<file path="src/rtl/display_scan_if.sv">
// Signal bundle between the microwave controller and the 4-digit LED scan driver.
// The controller is the master; the scan driver is the slave and owns the display pins.
interface display_scan_if;
  logic       mag_on;
  logic [6:0] sec_ones_segs;
  logic [6:0] sec_tens_segs;
  logic [6:0] min_ones_segs;
  logic [6:0] min_tens_segs;
  logic [6:0] seg_n;
  logic [3:0] an_n;
  logic       colon_n;

  modport master (
    output mag_on, sec_ones_segs, sec_tens_segs, min_ones_segs, min_tens_segs,
    input  seg_n, an_n, colon_n
  );

  modport slave (
    input  mag_on, sec_ones_segs, sec_tens_segs, min_ones_segs, min_tens_segs,
    output seg_n, an_n, colon_n
  );
endinterface

</file>
<file path="src/rtl/display_scan_driver.sv">
// Time-multiplexed common-anode 4-digit display driver with guard gaps between digits,
// leading-zero blanking on the minutes digits and a colon that blinks while cooking.
module display_scan_driver #(
  parameter int unsigned REFRESH_DIV = 250,
  parameter int unsigned GUARD       = 2,
  parameter int unsigned BLINK_DIV   = 50
) (
  input  logic           clk,
  input  logic           rst,
  display_scan_if.slave  bus
);

  localparam int unsigned MaxSlot = (REFRESH_DIV > GUARD) ? REFRESH_DIV : GUARD;
  localparam int unsigned SlotW   = (MaxSlot > 1) ? $clog2(MaxSlot) : 1;
  localparam int unsigned BlinkW  = (BLINK_DIV > 1) ? $clog2(BLINK_DIV) : 1;

  localparam logic [SlotW-1:0]  ActiveLast = SlotW'(REFRESH_DIV - 1);
  localparam logic [SlotW-1:0]  GuardLast  = SlotW'(GUARD - 1);
  localparam logic [BlinkW-1:0] BlinkLast  = BlinkW'(BLINK_DIV - 1);

  typedef enum logic [0:0] {StActive, StGuard} state_e;

  state_e           state_q;
  logic [1:0]       idx_q;
  logic [SlotW-1:0] slot_cnt_q;
  logic [6:0]       seg_n_q;
  logic [3:0]       an_n_q;

  logic              mag_prev_q;
  logic [BlinkW-1:0] blink_cnt_q;
  logic              colon_n_q;

  logic [1:0] idx_next;
  logic       min_tens_blank;
  logic       min_ones_blank;
  logic [6:0] cap_segs;

  assign idx_next = idx_q + 2'd1;

  // Pattern for the digit about to be shown, with leading zeros of the minutes blanked.
  always_comb begin
    min_tens_blank = (bus.min_tens_segs == 7'h3F);
    min_ones_blank = min_tens_blank && (bus.min_ones_segs == 7'h3F);
    cap_segs       = 7'h00;
    unique case (idx_next)
      2'd0: cap_segs = bus.sec_ones_segs;
      2'd1: cap_segs = bus.sec_tens_segs;
      2'd2: cap_segs = min_ones_blank ? 7'h00 : bus.min_ones_segs;
      2'd3: cap_segs = min_tens_blank ? 7'h00 : bus.min_tens_segs;
      default: cap_segs = 7'h00;
    endcase
  end

  // Scan FSM; reset parks in a terminal GUARD at digit 3 so release starts digit 0.
  always_ff @(posedge clk) begin
    if (rst) begin
      state_q    <= StGuard;
      idx_q      <= 2'd3;
      slot_cnt_q <= '0;
      seg_n_q    <= 7'h7F;
      an_n_q     <= 4'hF;
    end else begin
      unique case (state_q)
        StActive: begin
          if (slot_cnt_q == '0) begin
            state_q    <= StGuard;
            slot_cnt_q <= GuardLast;
            seg_n_q    <= 7'h7F;
            an_n_q     <= 4'hF;
          end else begin
            slot_cnt_q <= slot_cnt_q - 1'b1;
          end
        end
        StGuard: begin
          if (slot_cnt_q == '0) begin
            state_q    <= StActive;
            slot_cnt_q <= ActiveLast;
            idx_q      <= idx_next;
            seg_n_q    <= ~cap_segs;
            an_n_q     <= ~(4'b0001 << idx_next);
          end else begin
            slot_cnt_q <= slot_cnt_q - 1'b1;
          end
        end
        default: begin
          state_q    <= StGuard;
          slot_cnt_q <= '0;
        end
      endcase
    end
  end

  // Colon: steady on when idle; blinks while cooking, restarting on each mag_on rise.
  always_ff @(posedge clk) begin
    if (rst) begin
      mag_prev_q  <= 1'b0;
      blink_cnt_q <= '0;
      colon_n_q   <= 1'b1;
    end else begin
      mag_prev_q <= bus.mag_on;
      if (!bus.mag_on || !mag_prev_q) begin
        colon_n_q   <= 1'b0;
        blink_cnt_q <= '0;
      end else if (blink_cnt_q == BlinkLast) begin
        colon_n_q   <= ~colon_n_q;
        blink_cnt_q <= '0;
      end else begin
        blink_cnt_q <= blink_cnt_q + 1'b1;
      end
    end
  end

  assign bus.seg_n   = seg_n_q;
  assign bus.an_n    = an_n_q;
  assign bus.colon_n = colon_n_q;

endmodule

</file>
<file path="src/flat_wrapper.sv">
// flat-port wrapper written by rule: the top's interface ports become plain ports
module display_scan_driver_flat 
#(
  parameter int unsigned REFRESH_DIV = 250,
  parameter int unsigned GUARD       = 2,
  parameter int unsigned BLINK_DIV   = 50
)
  (clk, rst, bus_mag_on, bus_sec_ones_segs, bus_sec_tens_segs, bus_min_ones_segs, bus_min_tens_segs, bus_seg_n, bus_an_n, bus_colon_n);
  display_scan_if bus_i ();
  input  logic clk;
  input  logic rst;
  input wire logic [$bits(bus_i.mag_on)-1:0] bus_mag_on;
  input wire logic [$bits(bus_i.sec_ones_segs)-1:0] bus_sec_ones_segs;
  input wire logic [$bits(bus_i.sec_tens_segs)-1:0] bus_sec_tens_segs;
  input wire logic [$bits(bus_i.min_ones_segs)-1:0] bus_min_ones_segs;
  input wire logic [$bits(bus_i.min_tens_segs)-1:0] bus_min_tens_segs;
  output wire logic [$bits(bus_i.seg_n)-1:0] bus_seg_n;
  output wire logic [$bits(bus_i.an_n)-1:0] bus_an_n;
  output wire logic [$bits(bus_i.colon_n)-1:0] bus_colon_n;
  assign bus_i.mag_on = bus_mag_on;
  assign bus_i.sec_ones_segs = bus_sec_ones_segs;
  assign bus_i.sec_tens_segs = bus_sec_tens_segs;
  assign bus_i.min_ones_segs = bus_min_ones_segs;
  assign bus_i.min_tens_segs = bus_min_tens_segs;
  assign bus_seg_n = bus_i.seg_n;
  assign bus_an_n = bus_i.an_n;
  assign bus_colon_n = bus_i.colon_n;
  display_scan_driver #(.REFRESH_DIV(REFRESH_DIV), .GUARD(GUARD), .BLINK_DIV(BLINK_DIV)) u_core (.clk(clk), .rst(rst), .bus(bus_i));
endmodule
</file>
<file path="config.mk">
export PLATFORM = sky130hd
export DESIGN_NAME = display_scan_driver_flat
export DESIGN_NICKNAME = d
export VERILOG_FILES = /design/src/rtl/display_scan_if.sv /design/src/rtl/display_scan_driver.sv /design/src/flat_wrapper.sv
export SDC_FILE = /design/constraint.sdc
export NUM_CORES = 1
export LEC_CHECK = 0
export ABC_AREA = 1
export CAP_MARGIN = 20
export CORE_ASPECT_RATIO = 0.5
export CORE_UTILIZATION = 30
export CTS_CLUSTER_SIZE = 16
export DETAILED_ROUTE_END_ITERATION = 10
export HOLD_SLACK_MARGIN = 0.08
export PLACE_DENSITY_LB_ADDON = 0.3
export SYNTH_ARGS = -nofsm -noshare
export SYNTH_HDL_FRONTEND = slang
export SYNTH_SLANG_ARGS = --single-unit
export TNS_END_PERCENT = 5
</file>
<file path="constraint.sdc">
create_clock -name clk -period 3.5 [get_ports clk]
set_clock_uncertainty 0.15 [all_clocks]
set_input_delay 1.05 -clock clk [delete_from_list [all_inputs] [get_ports clk]]
set_output_delay 1.05 -clock clk [all_outputs]
set_load 0.01 [all_outputs]
</file>
==> flow_summary.yaml <==
synthesis:
  synth_edf_count: 0
  synth_ff_type: "dfxtp_1"
  post-synth-top-count-cell: "nand2_1"
  synth_area_leaders: "dfxtp_1 (34%), nand2_1 (20%), ha_1 (8.6%)"
  synth_area_leader_cell: "dfxtp_1"
  synth_cell_types: 27
  synth.avg_cell_area_um2: 6.635
  yosys_warnings: 0
  ys_async_sr_fraction: 0
  syn_area_um2: 1752
  netlist_instances: 264
  synth_seq_cells: 30
  synth-seq-area-share: 0.3429
  synth_nets: 307
  synth_common_cells: "nand2_1 (92), inv_1 (31), dfxtp_1 (30), nor2_1 (26), a21oi_1 (17)"
  synth_top_area_share: 0.3429
worst_setup_path:
  crit_path_start_kind: "flop"
  endpoint_kind: "output pin"
  arrival_ps: 1180
  critPathMaxFanout: 2
  r2r_cells: 10
  crit_buf_inv: 1
  crit_chain: "clkdlybuf4s50_1"
  required_ps: 2300
  cp.depth: 1
  cp_top_family: "buffers and inverters"
  crit_type: "reg -> out"
  slowest_stage: "clkdlybuf4s50_1"
  slowest_delay_ps: 560
pwr:
  powerDensity_nw_per_um2: 795.9
  fin_total_pwr_mw: 1.912
  pwr-share-seq: 0.261
  pwr-share-comb: 0.514
  p_int_mw: 1.108
  power_leakage_nw: 1.141
  swShare: 0.4204
  clkPwrFrac: 0.226
  p_sw_uw: 803.8
  vdd_drop_max_uv: 248.4
placed_design:
  portBuffers: 42
  dp_hpwl_um: 3368
  dpl.cell_count: 375
  post_dp_cell_area_um2: 2251
  gp_congestion: 0.8088
routing:
  drtIter0Drc: 94
  vias: 1701
  drt-total-wl_um: 4250
  drt_first_pass_iters: 4
  route.detailed.drc: 0
  vias_per_cell: 4.441
  wire_per_inst_um: 11.10
  antenna_left: 0
global_route:
  grt_pass1_wl_um: 7189
  grt.overflow.total: 0
  grt_pass1_vias: 1624
  track_usage: 0.1499
  antenna_found_initial: 0
  grt_max_degree: 21
clock_network:
  cts_made_buffers: 5
  path_clk_slew_ps: 50
  ctsResizeCount: 0
  clk_latency_ps: 270
  h-tree-depth: 2
  clkSinkCount: 30
  clock_tree.root_cell: "clkbuf_16"
  cts_tree: "built"
  cts_buffer_depth: 2
  cts_setup_buffers: 0
  cts_hold_buf: 0
final_layout:
  stdcell_count: 383
  num-nets-final: 352
  nFillCells: 575
  area_growth_pct: 37.14
  stdcell_area_um2: 2402
  drive_above_1_share: 0.08710
  antenna_cells: 0
worst_hold_path:
  min_path_type: "reg -> reg"
  hold_path_depth: 1
die:
  die_area_um2: 6167
  core_um2: 5563
  die-width_um: 110.1
  rows: 19
  die_y_um: 56.03
  start_util: 0.3149
  ios: 43
timing:
  relSlewSlack: 0.7186
  fin_crit_sh: 0.6814
  fin_setup_tns_ps: 0
  setup_violations: 0
  fin_crit_ps: 2385
  hold_viol: 0
  hold_ws_ps: 285.0
  fmax_ghz: 0.4193
  tightest_slew_ps: 421.7
  rsz0062_at_grt: "false"
  finalMaxSlewViolations: 0
outcome:
  outcome: "completed"
flow_run:
  drv_cap: 0
==> state kept, by name, summed over array words and instances (netlist names) <==
| register | cells |
|---|---|
| u_core.blink_cnt_q | 6 |
| u_core.bus.an_n | 4 |
| u_core.bus.colon_n | 1 |
| u_core.bus.seg_n | 7 |
| u_core.idx_q | 2 |
| u_core.mag_prev_q | 1 |
| u_core.slot_cnt_q | 8 |
| u_core.state_q | 1 |
==> final cells by class <==
type	count	area, um^2	share of cell area
clock buffers	6	138.9	0.05781
repair buffers	44	435.4	0.1813
multi-input cells	191	979.7	0.4078
well taps	73	91.34	0.03802
flip-flops and latches	30	600.6	0.2500
clock inverters	2	12.51	0.005208
inverters	37	143.9	0.05990
==> cell usage in the layout (no fill, tap or decap) <==
| cell | n |
|---|---|
| inv_1 | 31 |
| nor3_1 | 3 |
| o211a_1 | 1 |
| xnor2_1 | 3 |
| nor2_1 | 26 |
| buf_4 | 2 |
| nand3_4 | 1 |
| dfxtp_1 | 30 |
| nand4_1 | 1 |
| o211ai_1 | 1 |
| nor2_2 | 2 |
| or2_2 | 1 |
| or2_0 | 1 |
| clkbuf_8 | 1 |
| nand2_4 | 2 |
| o22ai_1 | 1 |
| nand2_1 | 92 |
| clkdlybuf4s50_1 | 42 |
| clkinv_1 | 1 |
| o21ai_0 | 4 |
| clkinv_2 | 1 |
| clkinvlp_4 | 1 |
| clkinv_4 | 1 |
| a21oi_2 | 5 |
| nor2_4 | 1 |
| nor3b_1 | 2 |
| clkbuf_16 | 5 |
| ha_1 | 12 |
| a21oi_1 | 17 |
| nand3_1 | 15 |
| inv_2 | 4 |
==> cells by family (layout without fill, tap and decap cells) <==
group,count (synthesis),in the layout,synth area share
flip-flops,30,30,0.3429
AND/OR/NAND/NOR,147,147,0.3600
XOR/XNOR,3,3,0.01500
AO/OA/AOI/OAI,29,29,0.09857
buffers and inverters,43,89,0.09785
adder cells (fa/ha/maj),12,12,0.08571
==> final timing paths <==
check	start	to	slack, ps
setup / recovery	u_core.bus.seg_n[2]	bus_seg_n[2]	1120
hold / removal	u_core.slot_cnt_q[0]	u_core.slot_cnt_q[0]	290
setup reg to reg	u_core.slot_cnt_q[4]	u_core.bus.seg_n[2]	1310
hold reg to reg	u_core.slot_cnt_q[0]	u_core.slot_cnt_q[0]	290
==> per-layer routing <==
metal  track usage  vias up  part of all wire  routed length (um)
li1              -      905                 -                   -
met1        0.2076      769              0.52                2194
met2        0.2348       27              0.45                1923
met3       0.02810        0             0.031                 133
met4       0.04571        0                 0                   0
met5             0        -                 0                   0
==> per-stage QoR <==
step,setup slack (ps),utilization
5_1_grt,998.6,0.4318
3_5_place_dp,932.1,0.4046
6_report,1115,0.4318
3_3_place_gp,943.6,0.4046
4_1_cts,1117,0.4318
2_1_floorplan,1568,-
==> power by group through the flow <==
| stage | logic (mW) | registers [mW] | clock network (mW) |
|---|---|---|---|
| final | 0.982 | 0.498 | 0.432 |
| after global routing | 1.12 | 0.509 | 0.455 |
| after CTS | 0.983 | 0.500 | 0.441 |
| after detailed placement | 0.975 | 0.507 | 0 |
| after global placement | 0.967 | 0.505 | 0 |
| after floorplan | 0.689 | 0.511 | 0 |
Note: power is estimated with default switching activity, not from simulation.
